File: src/rtl/tt_sweep_pkg.sv
// Shared types and helpers for the truth-table sweep harness.
// Sizing helpers assume at most 64 truth-table rows (N_IN <= 6).
package tt_sweep_pkg;

    typedef enum logic [1:0] {
        IDLE,
        DRIVE,
        DONE
    } tt_state_t;

    localparam int TT_MAX_ROWS = 64;

    function automatic int tt_rows(input int n_in);
        return 1 << n_in;
    endfunction

    function automatic int unsigned tt_popcount(input logic [TT_MAX_ROWS-1:0] v);
        int unsigned n;
        n = 0;
        for (int i = 0; i < TT_MAX_ROWS; i++) begin
            n += 32'(v[i]);
        end
        return n;
    endfunction

endpackage

File: src/rtl/tt_settle_timer.sv
// Per-row settle counter: counts 0..SETTLE-1 while running and flags the
// last cycle (capture) and, with TT_GLITCH_CHECK_EN, the cycle before it.
module tt_settle_timer #(
    parameter int SETTLE = 4
) (
    input  logic clk,
    input  logic rst,
    input  logic clear,
    input  logic run,
    output logic last
`ifdef TT_GLITCH_CHECK_EN
    ,
    output logic early
`endif
);

    localparam int CW = (SETTLE > 1) ? $clog2(SETTLE) : 1;

    logic [CW-1:0] cnt_q;
    logic [CW-1:0] cnt_d;

    assign last = run && (cnt_q == CW'(SETTLE - 1));
`ifdef TT_GLITCH_CHECK_EN
    assign early = run && (cnt_q == CW'(SETTLE - 2));
`endif

    // NOTE: every always_comb output gets a default first so no latch is inferred.
    always_comb begin
        cnt_d = cnt_q;
        if (clear) begin
            cnt_d = '0;
        end else if (run) begin
            cnt_d = last ? '0 : cnt_q + CW'(1);
        end
    end

    // NOTE: state registers use non-blocking assignments only.
    always_ff @(posedge clk) begin
        if (rst) begin
            cnt_q <= '0;
        end else begin
            cnt_q <= cnt_d;
        end
    end

endmodule

File: src/rtl/tt_sweep_harness.sv
// Sweeps all 2**N_IN input rows of a combinational circuit, captures its truth
// table and scores it against EXPECTED. Optional macro: TT_GLITCH_CHECK_EN.
module tt_sweep_harness
    import tt_sweep_pkg::*;
#(
    parameter int                          N_IN     = 4,
    parameter int                          SETTLE   = 4,
    parameter logic [tt_rows(N_IN)-1:0]    EXPECTED = 16'h0643
) (
    input  logic                      clk,
    input  logic                      rst,
    input  logic                      start,
    output logic [N_IN-1:0]           in_vec,
    input  logic                      dut_out,
    output logic                      busy,
    output logic                      done,
    output logic [tt_rows(N_IN)-1:0]  table_out,
    output logic                      match,
    output logic [N_IN:0]             hdist
`ifdef TT_GLITCH_CHECK_EN
    ,
    output logic [tt_rows(N_IN)-1:0]  unstable_rows
`endif
);

    localparam int ROWS = tt_rows(N_IN);
    localparam int HW   = N_IN + 1;

    tt_state_t         state_q, state_d;
    logic [N_IN-1:0]   row_q, row_d;
    logic [ROWS-1:0]   table_q, table_d;
    logic              match_q, match_d;
    logic [HW-1:0]     hdist_q, hdist_d;
    logic              timer_clear;
    logic              timer_run;
    logic              timer_last;
`ifdef TT_GLITCH_CHECK_EN
    logic              timer_early;
    logic              early_q, early_d;
    logic [ROWS-1:0]   unstable_q, unstable_d;
`endif

    tt_settle_timer #(
        .SETTLE (SETTLE)
    ) u_timer (
        .clk   (clk),
        .rst   (rst),
        .clear (timer_clear),
        .run   (timer_run),
        .last  (timer_last)
`ifdef TT_GLITCH_CHECK_EN
        ,
        .early (timer_early)
`endif
    );

    always_comb begin
        state_d     = state_q;
        row_d       = row_q;
        table_d     = table_q;
        match_d     = match_q;
        hdist_d     = hdist_q;
        timer_clear = 1'b0;
        timer_run   = 1'b0;
`ifdef TT_GLITCH_CHECK_EN
        early_d     = early_q;
        unstable_d  = unstable_q;
`endif

        case (state_q)
            IDLE: begin
                if (start) begin
                    state_d     = DRIVE;
                    row_d       = '0;
                    table_d     = '0;
                    match_d     = 1'b0;
                    hdist_d     = '0;
                    timer_clear = 1'b1;
`ifdef TT_GLITCH_CHECK_EN
                    early_d     = 1'b0;
                    unstable_d  = '0;
`endif
                end
            end

            DRIVE: begin
                timer_run = 1'b1;
`ifdef TT_GLITCH_CHECK_EN
                if (timer_early) begin
                    early_d = dut_out;
                end
`endif
                if (timer_last) begin
                    table_d[row_q] = dut_out;
`ifdef TT_GLITCH_CHECK_EN
                    if (early_q != dut_out) begin
                        unstable_d[row_q] = 1'b1;
                    end
`endif
                    if (row_q == N_IN'(ROWS - 1)) begin
                        // Score from the next-state table so results are valid during DONE.
                        state_d = DONE;
                        hdist_d = HW'(tt_popcount(TT_MAX_ROWS'(table_d ^ EXPECTED)));
`ifdef TT_GLITCH_CHECK_EN
                        match_d = (table_d == EXPECTED) && (unstable_d == '0);
`else
                        match_d = (table_d == EXPECTED);
`endif
                    end else begin
                        row_d = row_q + N_IN'(1);
                    end
                end
            end

            DONE: begin
                state_d = IDLE;
            end

            default: begin
                state_d = IDLE;
            end
        endcase
    end

    always_ff @(posedge clk) begin
        if (rst) begin
            state_q    <= IDLE;
            row_q      <= '0;
            table_q    <= '0;
            match_q    <= 1'b0;
            hdist_q    <= '0;
`ifdef TT_GLITCH_CHECK_EN
            early_q    <= 1'b0;
            unstable_q <= '0;
`endif
        end else begin
            state_q    <= state_d;
            row_q      <= row_d;
            table_q    <= table_d;
            match_q    <= match_d;
            hdist_q    <= hdist_d;
`ifdef TT_GLITCH_CHECK_EN
            early_q    <= early_d;
            unstable_q <= unstable_d;
`endif
        end
    end

    assign busy      = (state_q == DRIVE);
    assign done      = (state_q == DONE);
    assign in_vec    = busy ? row_q : '0;
    assign table_out = table_q;
    assign match     = match_q;
    assign hdist     = hdist_q;
`ifdef TT_GLITCH_CHECK_EN
    assign unstable_rows = unstable_q;
`endif

endmodule
File: config.mk
export PLATFORM = sky130hd
export DESIGN_NAME = tt_sweep_harness
export DESIGN_NICKNAME = d
export VERILOG_FILES = /design/src/rtl/tt_sweep_pkg.sv /design/src/rtl/tt_settle_timer.sv /design/src/rtl/tt_sweep_harness.sv
export SDC_FILE = /design/constraint.sdc
export NUM_CORES = 1
export LEC_CHECK = 0
export BUFFER_PORTS_ARGS = -buffer_cell sky130_fd_sc_hd__buf_2
export CORE_AREA = 10 10 75 77
export CTS_CLUSTER_DIAMETER = 200
export DETAILED_ROUTE_END_ITERATION = 6
export DIE_AREA = 0 0 85 87
export GPL_TIMING_DRIVEN = 1
export PLACE_DENSITY = 0.71
export SYNTH_ARGS = -nofsm -noshare
export SYNTH_HDL_FRONTEND = slang
export SYNTH_HIERARCHICAL = 1
export SYNTH_SLANG_ARGS = --single-unit
export TNS_END_PERCENT = 50
File: constraint.sdc
create_clock -name clk -period 10.2 [get_ports clk]
set_clock_uncertainty 0.15 [all_clocks]
set_input_delay 2.04 -clock clk [delete_from_list [all_inputs] [get_ports clk]]
set_output_delay 2.04 -clock clk [all_outputs]
set_load 0.005 [all_outputs]
==> impl_results.md, run 1 <==
* Ys Warns at 6
* Synth Flop Type: dfxtp_1
* Mapped Area at 2040 sq um
* Post-CTS Hold Fix Bufs at 0
* Largest net degree at the start of global routing at 31
* DP Area at 2150 sq um
* Hold Violations, Final at 0
* Syn avg cell area at 9.48 sq um
* Crit path top cell by count: fa_1
* CP top delay family: adder cells
* Leak at 1.07 nW
* Post-synthesis sequential area ratio at 0.295
* CTS Buffer Depth at 2
* Drt pass-1 iters at 5
* Worst hold path cell count at 2
* Post-DP HPWL at 3310 um
* Fin area at 2230 sq um
* Endpoints failing setup at 0
* RSZ-0062 raised after global routing: false
* Tot GR Track Use at 0.127
* GPL Wtd Cong at 0.859
* Core area at 4230 sq um
* PD cells at 104 nW/um^2
* Initial Utilization at 0.481
* Yosys cell types at 46
* Initial antenna violation count at 0
* CTS clock-pin slew for the worst setup and hold paths at 60 ps
* Num CTS Buffers at 5
* Switching share of power at 0.259
* Share of cells above drive strength 1 at 0.229
* Vias in the first global route at 1577
* R2r endpoint: hdist[4]
* Number of routed nets with antenna violations at 0
* Crit path kind: in -> reg
* XOR/XNOR share of the synthesized area at 0.0172
* Period utilization at 0.572
* Pint at 0.000172 W
* # rows at 24
* GRT Residual Overflow at 0
* Iter 0 DRT Violations at 61
* First-pass GRT wire length at 7620 um
* WL final at 4420 um
* Post-Synth Simple-Gate Area at 0.238
* Die area at 7400 sq um
* Area Overhead vs Synth at 9.58%
* Crit. End Element: flop
* CP Launch Type: input pin
* Slew headroom at 0.552
* CTS tree: built
* Yosys reg bits at 30
* Post-route insts no fill at 292
* Worst-path cell chain: buf_2, mux2_1, fa_1, fa_1, inv_1, fa_1, fa_1, inv_1, ha_1, fa_1, a21oi_1, nor3b_1, a31oi_1, nor2_1
* CTS root buffer: clkbuf_8
* Number of I/O port buffers at 31
* Crit-path max FO at 16
* Number of synthesized flops with an enable pin at 0
* Final setup margin at 4370 ps
* Final Max Tran Viols at 0
* Placement Setup Slack at 4060 ps
* Mapped Nets at 240
* Skew-Pair Late Insertion Delay at 290 ps
* H-tree Lvls at 2
* Cells after Synth at 215
* Status: complete, no violations
* Clk pwr share at 0.386
* Comb pwr share at 0.100
* Post-layout min period at 5830 ps
* Worst path bufs/invs at 3
* Seq pwr share at 0.513
* Adder-Cell Fraction of Synth Area at 0.166
* CP peak stage delay at 540 ps
* Worst Reg-to-Reg Cells at 16
* Antenna cells at 0
* Clock sinks at 30
* Worst Hold End: hdist[2]
* Total negative slack at 0 ps
* Die height at 87 um
* Placed insts at 285
* Post-DR vias/cell at 5.30
* Max Fclk at 0.171 GHz
* Worst slew pin tran at 671 ps
* Number of primary I/O pins at 32
* # nets final at 265
* Hold_sp: hdist[2]
* Combinational family with the most area after synthesis: simple AND/OR/NAND/NOR gates
* WP data arrival at 5840 ps
* Post-DR wirelength/cell at 15.1 um
* FF-to-FF setup slack at 5310 ps
* Chip width at 85 um
* Required time of the critical path at 10210 ps
* Multiplexer area fraction after synthesis at 0.0970
* FF-to-FF Start: row_q[0]
* Fillers at 423
* Asr flop ratio synth at 0
* Post-CTS Setup Bufs at 0
* Post-CTS Resized at 0
* Power, Total at 0.000232 W
* Sw Pwr at 0.0000599 W
* Via count at 1549
* Synth Area in Compound Gates at 0.109
* Peak VDD IR at 60.7 uV
* Post-route DRC at 0
* CP max stage cell: fa_1
* Hold Crit Class: reg -> reg
* Number of max-cap violations at 0
worst max path at each step:
stage	start	slack [ps]	end	cells past startpoint
final	dut_out	4370	hdist[4]	14
after global routing	dut_out	4160	hdist[4]	14
after CTS	dut_out	4370	hdist[4]	14
after detailed placement	dut_out	4060	hdist[4]	14
after global placement	dut_out	4100	hdist[4]	14
after floorplan	dut_out	4340	hdist[4]	14
layer usage:
layer | GRT usage | routed length (um)
met3 | 0.0346 | 218
met5 | 0 | 0
met2 | 0.213 | 2120
met4 | 0.0674 | 113
met1 | 0.144 | 1960
flip-flops by register name, summed over array words and instances (netlist names):
| register | cells |
|---|---|
| row_q | 4 |
| match | 1 |
| state_q | 2 |
| u_timer/cnt_q | 2 |
| hdist | 5 |
| table_out | 16 |
through the flow:
step,hold WS (ps),utilization
2_1_floorplan,307,-
3_3_place_gp,302,0.509
3_5_place_dp,307,0.509
4_1_cts,316,0.527
5_1_grt,347,0.527
6_report,310,0.527
logic make-up (layout without fill, tap and decap cells):
logic type	Yosys count	count (layout)
AND/OR/NAND/NOR	84	84
multiplexers	18	18
flip-flops	30	30
adder cells (fa/ha/maj)	21	21
XOR/XNOR	4	4
buffers and inverters	28	53
AO/OA/AOI/OAI	30	30
cell usage after synthesis (5+ instances only):
master | n | area (sq um)
dfxtp_1 | 30 | 601
nand2_1 | 10 | 37.5
nor2_1 | 29 | 109
mux2i_1 | 13 | 130
ha_1 | 11 | 138
nand3b_1 | 9 | 67.6
and2_1 | 6 | 37.5
nand3_1 | 8 | 40.0
clkbuf_1 | 5 | 18.8
a22oi_1 | 6 | 45.0
a21oi_1 | 17 | 85.1
inv_1 | 14 | 52.6
fa_1 | 10 | 200
area by class of cell:
cell class,instances,area (sq um),share of cell area
Tap cell,52,65.1,0.0291
Sequential cell,30,601,0.269
Multi-Input combinational cell,157,1280,0.572
Timing Repair Buffer,31,155,0.0695
Inverter,15,56.3,0.0252
Clock inverter,2,10.0,0.00448
Clock buffer,5,68.8,0.0308
placed cells by master, fill, tap and decap left out, drive strengths merged:
| cell type | netlist | layout |
|---|---|---|
| and4bb | 1 | 1 |
| nand3 | 10 | 10 |
| nor3b | 3 | 3 |
| xor2 | 3 | 3 |
| a21oi | 17 | 17 |
| and2 | 6 | 6 |
| a2111oi | 1 | 1 |
| nor4 | 1 | 1 |
| nor2 | 30 | 30 |
| nand2 | 10 | 10 |
| fa | 10 | 10 |
| ha | 11 | 11 |
| a22oi | 7 | 7 |
| dfxtp | 30 | 30 |
| a211oi | 1 | 1 |
| a31oi | 1 | 1 |
| and4b | 1 | 1 |
| buf | 6 | 31 |
| nand3b | 9 | 9 |
| mux2i | 13 | 13 |
| nor3 | 3 | 3 |
| xnor2 | 1 | 1 |
| nand4 | 2 | 2 |
| or3b | 2 | 2 |
| clkbuf | 7 | 5 |
| clkinv | 0 | 2 |
| inv | 15 | 15 |
| a2bb2oi | 2 | 2 |
| a21o | 1 | 1 |
| mux2 | 5 | 5 |
| and3 | 2 | 2 |
| nand2b | 2 | 2 |
| nor2b | 2 | 2 |
worst reg2reg max path, stage by stage, from the launching register on:
cell and delay, ps:
dfxtp_1 350, inv_1 120, ha_1 250, nor3b_1 260
mux2i_1 440, fa_1 520, fa_1 550, inv_1 50
fa_1 460, fa_1 540, inv_1 40, ha_1 210
fa_1 400, a21oi_1 160, nor3b_1 60, a31oi_1 130
nor2_1 50
power by group through the flow:
stage	combinational, W	sequential [W]	clock [W]
after CTS	0.0000238	0.000119	0.0000935
after detailed placement	0.0000236	0.000121	0
after floorplan	0.0000195	0.000121	0
final	0.0000232	0.000119	0.0000895
after global routing	0.0000268	0.000119	0.0000970
after global placement	0.0000229	0.000121	0
Note: power is estimated with default switching activity, not from simulation.
==> inputs of run 2 (changes only) <==
Settings changed: PLACE_DENSITY 0.71 to 0.73.
Clock period 10.2 ns to 4.81 ns, I/O delays scaled along.
==> run 2 against run 1 <==
Compared with the run above: critical endpoint unchanged; worst hold slack got worse by 1.1 ps; sequential share of layout area fell by 2.0 points; global-route usage up 0.38 points; critical path type unchanged; clock power increased by 120%; largest cell class unchanged.
==> impl_results.md, run 2 (synthesis gave the netlist of run 1 again) <==
* Hold_sp: hdist[2]
* Number of routed nets with antenna violations at 0
* Initial antenna violation count at 0
* CTS Buffer Depth at 2
* Antenna cells at 0
* Num CTS Buffers at 5
* Largest net degree at the start of global routing at 31
* Skew-Pair Late Insertion Delay at 280 ps
* # nets final at 286
* Number of primary I/O pins at 32
* Post-CTS Hold Fix Bufs at 0
* WL final at 4680 um
* Power, Total at 0.000503 W
* GPL Wtd Cong at 0.888
* CTS tree: built
* Vias in the first global route at 1673
* Most frequent cells in the layout: buf_2, nor2_1, dfxtp_1
* Status: complete, no violations
* Drt pass-1 iters at 4
* Period utilization at 0.966
* CTS clock-pin slew for the worst setup and hold paths at 60 ps
* Number of max-cap violations at 0
* Post-DP HPWL at 3570 um
* Leak at 1.15 nW
* First-pass GRT wire length at 7950 um
* Required time of the critical path at 4810 ps
* Comb pwr share at 0.111
* Post-layout min period at 4650 ps
* Switching share of power at 0.241
* Peak VDD IR at 101 uV
* Post-layout util at 0.571
* Crit. End Element: flop
* Post-route DRC at 0
* Most common cell after layout, fill and taps aside: buf_2
* # rows at 24
* Iter 0 DRT Violations at 102
* CP Launch Type: input pin
* WP data arrival at 4640 ps
* Chip width at 85 um
* Via count at 1625
* Number of I/O port buffers at 31
* RSZ-0062 raised after global routing: false
* Final Max Tran Viols at 0
* Max FFs per register at 16
* Hold Crit Class: reg -> reg
* GRT Residual Overflow at 0
* FF-to-FF Start: row_q[1]
* Crit path kind: in -> reg
* Fillers at 394
* Sw Pwr at 0.000121 W
* Endpoints failing setup at 0
* Seq pwr share at 0.501
* Die area at 7400 sq um
* Final setup margin at 164 ps
* Worst slew pin tran at 727 ps
* Placement Setup Slack at -216 ps
* Crit. Startpoint: dut_out
* H-tree Lvls at 2
* Hold Violations, Final at 0
* Clk pwr share at 0.388
* PD cells at 208 nW/um^2
* Tot GR Track Use at 0.131
* Max Fclk at 0.215 GHz
* Die height at 87 um
* Initial Utilization at 0.481
* Pint at 0.000382 W
* Crit-path max FO at 7
* Slew headroom at 0.515
* Clock sinks at 30
* CTS root buffer: clkbuf_8
* Core area at 4230 sq um
* Share of cells above drive strength 1 at 0.323
* Post-DR wirelength/cell at 15.0 um
* Area Overhead vs Synth at 18.7%
* Post-DR vias/cell at 5.21
-- run 2: cell count changes in the layout (fill, tap and decap cells not counted), sizes merged --
cell    before  now
buf         31   52
clkbuf       5    6
clkinv       2    0
-- run 2: area by class of cell --
| type | count | area, sq um | area share |
|---|---|---|---|
| multi-input cells | 157 | 1300 | 0.537 |
| repair buffers | 52 | 313 | 0.129 |
| inverters | 15 | 56.3 | 0.0233 |
| flip-flops and latches | 30 | 603 | 0.249 |
| clock buffers | 6 | 82.6 | 0.0341 |
| well taps | 52 | 65.1 | 0.0269 |
-- run 2: repair_timing --
item / 4_1_cts / 5_1_grt
setup buffers: 0 / 3
endpoints found under the setup margin: 0 / 3
resized for setup: 0 / 9
-- run 2: power groups by stage --
stage	sequential [W]	clock, W	combinational [W]
after floorplan	0.000257	0	0.0000413
after global placement	0.000257	0	0.0000528
after detailed placement	0.000258	0	0.0000542
after CTS	0.000252	0.000204	0.0000547
after global routing	0.000253	0.000213	0.0000639
final	0.000252	0.000195	0.0000558
-- run 2: path summary, 6_finish.rpt --
check	cells after the start	slack [ps]	endpoint
max	15	160	hdist[4]
min	2	310	hdist[2]
max reg2reg	16	210	hdist[4]
min reg2reg	2	310	hdist[2]
-- run 2: stage by stage --
step,setup TNS [ps],instance area (sq um),instances,hold WS [ps]
5_1_grt,0,2420,312,335
6_report,0,2420,312,309
3_5_place_dp,-305,2290,303,306
4_1_cts,0,2370,309,312
3_3_place_gp,-211,2290,303,301
2_1_floorplan,0,2040,215,307
-- run 2: per-layer routing --
metal,global-route usage,vias to the layer above,part of all wire
met5,0,-,0
met4,0.0569,0,0.018
met3,0.0403,6,0.068
met2,0.224,42,0.49
met1,0.146,756,0.43
li1,-,821,-
-- run 2: worst max-delay path: stages --
cell and delay, ps:
buf_2 140, buf_4 140, mux2i_1 230, fa_1 490
fa_1 540, inv_1 50, fa_1 500, fa_1 540
inv_1 40, ha_1 210, fa_2 350, a21oi_1 160
nor3b_1 70, a31oi_1 150, nor2_1 60
